## src/rtl/itcm_ctrl_pkg.sv

```systemverilog
// Shared ITCM defines, constants and response type.
// Macro ITCM_ACC_CHK_EN (consumed by itcm_ctrl) enables fetch access checking.
`ifndef ITCM_DEFINES_SVH
`define ITCM_DEFINES_SVH
`define PC_SIZE 32
`define INSTR_SIZE 32
`define ITCM_NOP 32'h0000_0013
`endif

package itcm_ctrl_pkg;

  localparam int RSP_W = `INSTR_SIZE + 1;
  localparam logic [`INSTR_SIZE-1:0] ITCM_NOP = `ITCM_NOP;

  typedef struct packed {
    logic                    err;
    logic [`INSTR_SIZE-1:0]  instr;
  } itcm_rsp_t;

endpackage

```

## src/rtl/itcm_rsp_fifo.sv

```systemverilog
// Two-entry response FIFO holding {err, instr}; pointers and count are reset,
// the storage array is not.
module itcm_rsp_fifo
  import itcm_ctrl_pkg::*;
#(
  parameter int W = RSP_W
) (
  input  logic         clk,
  input  logic         rst,
  input  logic         push,
  input  logic [W-1:0] push_data,
  input  logic         pop,
  output logic [1:0]   cnt,
  output logic [W-1:0] head
);

  logic [W-1:0] r_mem [0:1];
  logic         r_wptr;
  logic         r_rptr;
  logic [1:0]   r_cnt;

  always_ff @(posedge clk or posedge rst) begin
    if (rst) begin
      r_wptr <= 1'b0;
      r_rptr <= 1'b0;
      r_cnt  <= 2'd0;
    end else begin
      if (push) r_wptr <= ~r_wptr;
      if (pop)  r_rptr <= ~r_rptr;
      unique case ({push, pop})
        2'b10:   r_cnt <= r_cnt + 2'd1;
        2'b01:   r_cnt <= r_cnt - 2'd1;
        default: r_cnt <= r_cnt;
      endcase
    end
  end

  always_ff @(posedge clk) begin
    if (push) r_mem[r_wptr] <= push_data;
  end

  assign cnt  = r_cnt;
  assign head = r_mem[r_rptr];

endmodule

```

## src/rtl/itcm_ctrl.sv

```systemverilog
// Instruction TCM fetch controller: single-cycle SRAM read with bypass and a
// 2-entry response FIFO. Define ITCM_ACC_CHK_EN to fault misaligned/out-of-range fetches.
module itcm_ctrl
  import itcm_ctrl_pkg::*;
#(
  parameter int                    RAM_AW    = 14,
  parameter logic [`PC_SIZE-1:0]   ITCM_BASE = 32'h8000_0000
) (
  input  logic                    clk,
  input  logic                    rst,
  input  logic                    ifu_req_valid,
  output logic                    ifu_req_ready,
  input  logic [`PC_SIZE-1:0]     ifu_req_pc,
  output logic                    ifu_rsp_valid,
  input  logic                    ifu_rsp_ready,
  output logic [`INSTR_SIZE-1:0]  ifu_rsp_instr,
  output logic                    ifu_rsp_err,
  output logic                    ram_cs,
  output logic [RAM_AW-1:0]       ram_addr,
  input  logic [31:0]             ram_rdata
);

  logic                  r_inflight;
  logic [1:0]            w_cnt;
  logic                  w_fire;
  logic                  w_bad;
  logic                  w_push;
  logic                  w_pop;
  logic [`PC_SIZE-1:0]   w_off;
  itcm_rsp_t             w_head;
  itcm_rsp_t             w_bypass;
  itcm_rsp_t             w_rsp;
  logic                  w_unused;

  assign w_off    = ifu_req_pc - ITCM_BASE;
  assign ram_addr = w_off[RAM_AW+1:2];

  // At most two responses outstanding: one read in flight plus FIFO entries.
  assign ifu_req_ready = !rst && (({1'b0, r_inflight} + w_cnt) < 2'd2);
  assign w_fire        = ifu_req_valid && ifu_req_ready;
  assign ram_cs        = w_fire && !w_bad;

`ifdef ITCM_ACC_CHK_EN
  logic r_inflight_err;

  assign w_bad = (ifu_req_pc[1:0] != 2'b00) || (ifu_req_pc < ITCM_BASE) ||
                 ((w_off >> (RAM_AW + 2)) != '0);

  always_ff @(posedge clk or posedge rst) begin
    if (rst) r_inflight_err <= 1'b0;
    else     r_inflight_err <= w_fire && w_bad;
  end

  assign w_bypass    = r_inflight_err ? itcm_rsp_t'{err: 1'b1, instr: ITCM_NOP}
                                      : itcm_rsp_t'{err: 1'b0, instr: ram_rdata};
  assign ifu_rsp_err = w_rsp.err;
  assign w_unused    = ^w_off[1:0];
`else
  assign w_bad       = 1'b0;
  assign w_bypass    = itcm_rsp_t'{err: 1'b0, instr: ram_rdata};
  assign ifu_rsp_err = 1'b0;
  assign w_unused    = ^{w_off[`PC_SIZE-1:RAM_AW+2], w_off[1:0], w_rsp.err};
`endif

  always_ff @(posedge clk or posedge rst) begin
    if (rst) r_inflight <= 1'b0;
    else     r_inflight <= w_fire;
  end

  // Older FIFO entries always win; fresh read data bypasses only into an empty FIFO.
  assign w_rsp         = (w_cnt == 2'd0) ? w_bypass : w_head;
  assign ifu_rsp_valid = r_inflight || (w_cnt != 2'd0);
  assign ifu_rsp_instr = w_rsp.instr;
  assign w_pop         = (w_cnt != 2'd0) && ifu_rsp_ready;
  assign w_push        = r_inflight && !((w_cnt == 2'd0) && ifu_rsp_ready);

  itcm_rsp_fifo #(.W(RSP_W)) u_rsp_fifo (
    .clk       (clk),
    .rst       (rst),
    .push      (w_push),
    .push_data (w_bypass),
    .pop       (w_pop),
    .cnt       (w_cnt),
    .head      (w_head)
  );

endmodule

```

## config.mk

```make
export PLATFORM = sky130hd
export DESIGN_NAME = itcm_ctrl
export DESIGN_NICKNAME = d
export VERILOG_FILES = /design/src/rtl/itcm_ctrl_pkg.sv /design/src/rtl/itcm_rsp_fifo.sv /design/src/rtl/itcm_ctrl.sv
export SDC_FILE = /design/constraint.sdc
export NUM_CORES = 1
export LEC_CHECK = 0
export ABC_AREA = 1
export ABC_CLOCK_PERIOD_IN_PS = 3730
export BUFFER_PORTS_ARGS = -buffer_cell sky130_fd_sc_hd__buf_2
export CAP_MARGIN = 20
export CORE_MARGIN = 10
export CORE_UTILIZATION = 35
export CTS_CLUSTER_DIAMETER = 80
export DETAILED_ROUTE_END_ITERATION = 10
export GPL_TIMING_DRIVEN = 0
export PLACE_DENSITY = 0.63
export SLEW_MARGIN = 20
export SYNTH_ARGS = -nofsm -noshare
export SYNTH_HDL_FRONTEND = slang
export SYNTH_SLANG_ARGS = --single-unit
```

## constraint.sdc

```tcl
create_clock -name clk -period 3.73 [get_ports clk]
set_clock_uncertainty 0.2 [all_clocks]
set_input_delay 0.746 -clock clk [delete_from_list [all_inputs] [get_ports clk]]
set_output_delay 0.746 -clock clk [all_outputs]
set_load 0.01 [all_outputs]
```

Yosys cells after proc, flatten, opt, wreduce, memory -nomap -nowiden
Memory sizes are Yosys's and may differ from the RTL's. Cells that the tools add are included.

Output and inout port bits: 50. Register bits: 5. Memory bits (writable): 64. Input bits: 68. Memories kept: 1. Word-level logic and storage cells: 29.

Memory list: u_rsp_fifo.r_mem (depth 2, bits a word 32, read ports 1, clocked after memory_dff 0, write ports 1, line itcm_rsp_fifo.sv:17) `logic [W-1:0] r_mem [0:1];`.

Reductions and logical operators: 11. Add/subtract/negate cells: 4. Order comparisons: 1. Bitwise gates (word level): 2. Multiplexer cells: 4. Equal/unequal tests: 2.

Operators by type and width (count): $mux W32 (1); $sub A16 B1 Y16 const B (1); $logic_and A1 B1 Y1 (5); $pmux W2 S2 (1); $reduce_bool A2 Y1 (2); $add A1 B2 Y2 (1); $add A2 B1 Y2 const B (1); $eq A2 B1 Y1 const B (1); $eq A2 B2 Y1 const B (1); $logic_not A1 Y1 (2); $logic_not A2 Y1 (1); $lt A2 B2 Y1 const B (1); $mux W1 (2); $not A1 Y1 (2); $sub A2 B1 Y2 const B (1); $logic_or A1 B1 Y1 (1).

Depth between registers and ports, before layout
Word-level depth: 6. Mapped depth: 10. Gate-level depth less buffers: 9.

By module
A second synthesis with hierarchy kept.

Cell total of the unflattened synthesis: 334. Area total of the unflattened synthesis: 3405.8 um2.

By module, submodules not included: itcm_rsp_fifo (cells an instance 195, times used 1, sequential area each 2082.0 um2, area an instance 2651.3 um2); itcm_ctrl (cells an instance 139, times used 1, sequential area each 25.0 um2, area an instance 754.5 um2).

Least setup slack after synthesis
No wires, ideal clock.

Kind: input to register. Start: input ifu_rsp_ready. End: memory u_rsp_fifo.r_mem[1][0] in the netlist's numbering, enable pin. Buffers on the path: 0. Slack: 881 ps. Library setup time: 421 ps. Required time: 3109 ps. Arrival time: 2228 ps. Stages: 3. Cell sequence: nand2_2 nand2_2 nor2_1.

Word-level cells in the longest chain between the ends: 5.

RTL lines: from (decl) (line itcm_ctrl.sv:15) `input logic ifu_rsp_ready,`; $logic_and A1 B1 Y1 (line itcm_ctrl.sv:75) `assign w_push = r_inflight && !((w_cnt == 2'd0) && ifu_rsp_ready);`; $logic_not A1 Y1 (line itcm_ctrl.sv:75); $logic_and A1 B1 Y1 (line itcm_ctrl.sv:75); $mux W1 (line itcm_rsp_fifo.sv:39) `if (push) r_mem[r_wptr] <= push_data;`; $mux W1 (not written as such) (line itcm_rsp_fifo.sv:39); to (decl) (line itcm_rsp_fifo.sv:17).

No other way between the ends.

Worst setup path after layout
Start: register u_rsp_fifo.r_cnt[1], in the netlist u_rsp_fifo.cnt[1]. End: output ifu_rsp_instr[25].

Word-level cells in the longest chain between the ends: 2.

RTL lines: from (decl) (line itcm_rsp_fifo.sv:20) `logic [1:0] r_cnt;`; from (signal assigned) (line itcm_rsp_fifo.sv:31) `2'b10: r_cnt <= r_cnt + 2'd1;`; from (signal assigned) (line itcm_rsp_fifo.sv:32) `2'b01: r_cnt <= r_cnt - 2'd1;`; from (signal assigned) (line itcm_rsp_fifo.sv:33) `default: r_cnt <= r_cnt;`; $logic_not A2 Y1 (line itcm_ctrl.sv:71) `assign w_rsp = (w_cnt == 2'd0) ? w_bypass : w_head;`; $mux W32 (line itcm_ctrl.sv:71); to (decl) (line itcm_ctrl.sv:16) `` output logic [`INSTR_SIZE-1:0] ifu_rsp_instr, ``.

No other way between the ends.

==> results.txt <==
final layout net count - 493
hold-fix buffer count after cts - 0
wire length on met1 - 2830 um
dpl ws - 1.35 ns
Lkg Pwr - 0.00182 uW
mapped cell area - 3200 sq um
core box area - 8810 sq um
proportion of power drawn by combinational gates - 47.4%
Max Transition Viols Final - 0
Crit. End Element - output port
average instance area after synthesis - 9.76 sq um
Initial DRT Pass Iterations - 4
total die area - 13400 sq um
remaining antenna violation count - 0
final hold viol count - 0
cells along the critical path - nor2_8, buf_4, nand2_1, nand2_1, buf_2
cell count along the critical path - 5
number of violations of the max-capacitance limit - 0
relative slew slack - 52.0%
Worst-Margin Slew - 0.719 ns
width of the die - 116 um
vias after detailed routing - 2328
routed length per placed instance - 13.0 um
Congestion Overflow GR - 0
number of vias per cell after detailed routing - 4.34
power density cells - 750 nW/um^2
launching element of the worst setup path - u_rsp_fifo.cnt[1]
clock tree root driver cell - sky130_fd_sc_hd__clkbuf_8
detailed-routed wire length on met2 - 3300 um
synthesized netlist cell count - 328
slack of the critical path - 1.24 ns
share of the clock period used by the worst path after layout - 66.8%
Inserted Diodes - 0
warnings from Yosys - 0
wire length of the first global-routing pass - 11400 um
Most common cell on crit path - sky130_fd_sc_hd__nand2_1
vias in the first global route - 2389
clock insertion delay at the later pin of the skew report - 0.34 ns
residual DRC count - 0
startpoint-to-endpoint class of the critical path - reg -> out
CTS tree - done
sum of buffers and inverters on the critical path - 2
vertical die dimension - 116 um
total global-route track usage - 10.9%
clock tree buffer depth - 2
share of layout cells above drive strength 1 - 31.2%
synthesis-to-layout area growth - 24.1%
FF-to-FF setup slack - 1.76 ns
number of sinks driven by the clock tree - 69
GPL Wtd Cong - 0.703
Detail Placement HPWL - 5040 um
distinct cell type count after synthesis - 19
# fillers - 831
Data required, critical path - 2.78 ns
endpoint of the lowest-slack register-to-register path - u_rsp_fifo.r_mem[1][19]
highest routed metal layer - met4
number of levels the H-tree was split into - 3
startpoint type of the worst setup path - flip-flop
arrival time reported for the critical path endpoint - 1.55 ns
switching pwr - 1170 uW
top achievable clock speed - 0.401 GHz
switching power share of the total - 39.1%
boundary pin count - 118
cell count of the worst reg-to-reg path - 5
total CTS buffers - 9
Total Routed Length - 7000 um
number of resized instances in the post-cts repair step - 0
buffer count from post-CTS setup fixing - 0
maximum single-stage delay on the critical path - 0.46 ns
Hold Crit Class - in -> async
net count after synthesis - 397
CP top delay family - flip-flops
overall power - 2980 uW
detailed router's first-iteration violation count - 113
IR drop worst, VDD - 0.000410 V
CP max-delay cell - sky130_fd_sc_hd__dfrtp_1
unrepaired setup endpoints after global routing - false
endpoint of the most critical setup path - ifu_rsp_instr[25]
Initial Util - 36.4%
proportion of synthesized chip area in sequential cells - 63.9%
Final Critical Period - 2.49 ns
largest driver fanout on the critical path - 10
pin count of the biggest net entering global routing - 33
outcome - complete, no violations
number of storage elements in the synthesis netlist - 69
Cell Int Power - 1820 uW
Site Rows - 34
clock power share - 19.2%
initial antenna violation count - 0
register share of total power - 33.3%
number of endpoints failing setup at the final stage - 0
clock transition time at the flip-flop clock pins of the worst setup and hold paths - 0.07 ns
r2r startpoint - u_rsp_fifo.cnt[1]
met3 WL - 795 um
Buffers on Ports - 84
-- kinds of logic after synthesis --
kind of cell,count (synthesis),synth area share [%]
adder cells (fa/ha/maj),1,0.391
buffers and inverters,41,9.07
other,1,0.117
flip-flops,69,63.9
XOR/XNOR,1,0.274
AO/OA/AOI/OAI,1,0.156
AND/OR/NAND/NOR,214,26.1
-- per-stage QoR --
stage / utilization, % / hold WS (ns) / TNS [ns] / std cells / instance area (sq um)
2_1_floorplan: - / 0.242 / 0 / 328 / 3200
3_3_place_gp: 42.7 / 0.253 / -0.894 / 520 / 3760
3_5_place_dp: 43.1 / 0.265 / 0 / 521 / 3790
4_1_cts: 45.1 / 0.0910 / 0 / 537 / 3980
5_1_grt: 45.1 / 0.102 / 0 / 537 / 3980
6_report: 45.1 / 0.0997 / 0 / 537 / 3980
-- registers in the layout, indices dropped and copies added, names as in the netlist --
name and cells:
u_rsp_fifo.r_mem 64, u_rsp_fifo.cnt 2, r_inflight 1, u_rsp_fifo.r_rptr 1, u_rsp_fifo.r_wptr 1
-- synthesized netlist by cell type --
cell                       instances  area (sq um)
sky130_fd_sc_hd__nand2_2           2          12.5
sky130_fd_sc_hd__o21ai_0           1          5.00
sky130_fd_sc_hd__dfrtp_1           5           125
sky130_fd_sc_hd__nor2_1           99           372
sky130_fd_sc_hd__edfxtp_1         64          1920
sky130_fd_sc_hd__nand4_1           1          6.26
sky130_fd_sc_hd__buf_4            18           135
sky130_fd_sc_hd__conb_1            1          3.75
sky130_fd_sc_hd__or2_1             1          6.26
sky130_fd_sc_hd__inv_2             1          3.75
sky130_fd_sc_hd__nand2_1         106           398
sky130_fd_sc_hd__ha_1              1          12.5
sky130_fd_sc_hd__inv_1            10          37.5
sky130_fd_sc_hd__xnor2_1           1          8.76
sky130_fd_sc_hd__nand3_1           4          20.0
sky130_fd_sc_hd__buf_6             8          90.1
sky130_fd_sc_hd__inv_6             1          8.76
sky130_fd_sc_hd__nor2_8            1          20.0
sky130_fd_sc_hd__buf_2             3          15.0
-- worst reg2reg max path, delay by kind of cell (launching register included) --
family        cells  cell delay [ns]
simple gates      4             0.78
buf+inv           1             0.23
flops             1             0.48
-- area by class of cell --
class / instances / area (sq um) / share of cell area [%]
Clock buffer: 11 / 131 / 3.31
Buffer: 29 / 240 / 6.04
Clock inverter: 5 / 51.3 / 1.29
Inverter: 12 / 50.0 / 1.26
Sequential cell: 69 / 2050 / 51.5
Multi-Input combinational cell: 218 / 872 / 21.9
Tap cell: 108 / 135 / 3.40
Timing Repair Buffer: 85 / 448 / 11.3
-- layer usage --
metal  vias up  global-route usage (%)
met5         -                       0
met4         0                    4.50
met3        10                    5.22
met2        83                    17.6
met1      1020                    12.1
li1       1215                       -
-- layout by cell type, fill, tap and decap left out, types with 4 or more instances in the layout --
master                     synthesis  final
sky130_fd_sc_hd__nand3_1           4      4
sky130_fd_sc_hd__buf_2             3     87
sky130_fd_sc_hd__nor2_1           99     98
sky130_fd_sc_hd__nand2_1         106    106
sky130_fd_sc_hd__inv_1            10      9
sky130_fd_sc_hd__buf_6             8      8
sky130_fd_sc_hd__clkbuf_8          0      9
sky130_fd_sc_hd__edfxtp_1         64     64
sky130_fd_sc_hd__buf_4            18     18
sky130_fd_sc_hd__dfrtp_1           5      5
-- power by group through the flow --
stage / Sequential [uW] / Combinational, uW / Clock, uW
2_1_floorplan: 1010 / 944 / 0
3_3_place_gp: 1010 / 1430 / 0
3_5_place_dp: 1010 / 1460 / 0
4_1_cts: 994 / 1460 / 589
5_1_grt: 1000 / 1620 / 624
6_report: 994 / 1410 / 574
-- worst min path at each step --
| stage | endpoint | slack, ns | cells past startpoint |
|---|---|---|---|
| after CTS | u_rsp_fifo.r_wptr | 0.09 | 2 |
| final | u_rsp_fifo.r_wptr | 0.1 | 2 |
| after global placement | u_rsp_fifo.r_wptr | 0.25 | 2 |
| after floorplan | u_rsp_fifo.r_wptr | 0.24 | 2 |
| after detailed placement | u_rsp_fifo.r_wptr | 0.26 | 2 |
| after global routing | u_rsp_fifo.r_wptr | 0.10 | 2 |
Note: power is estimated with default switching activity, not from simulation.
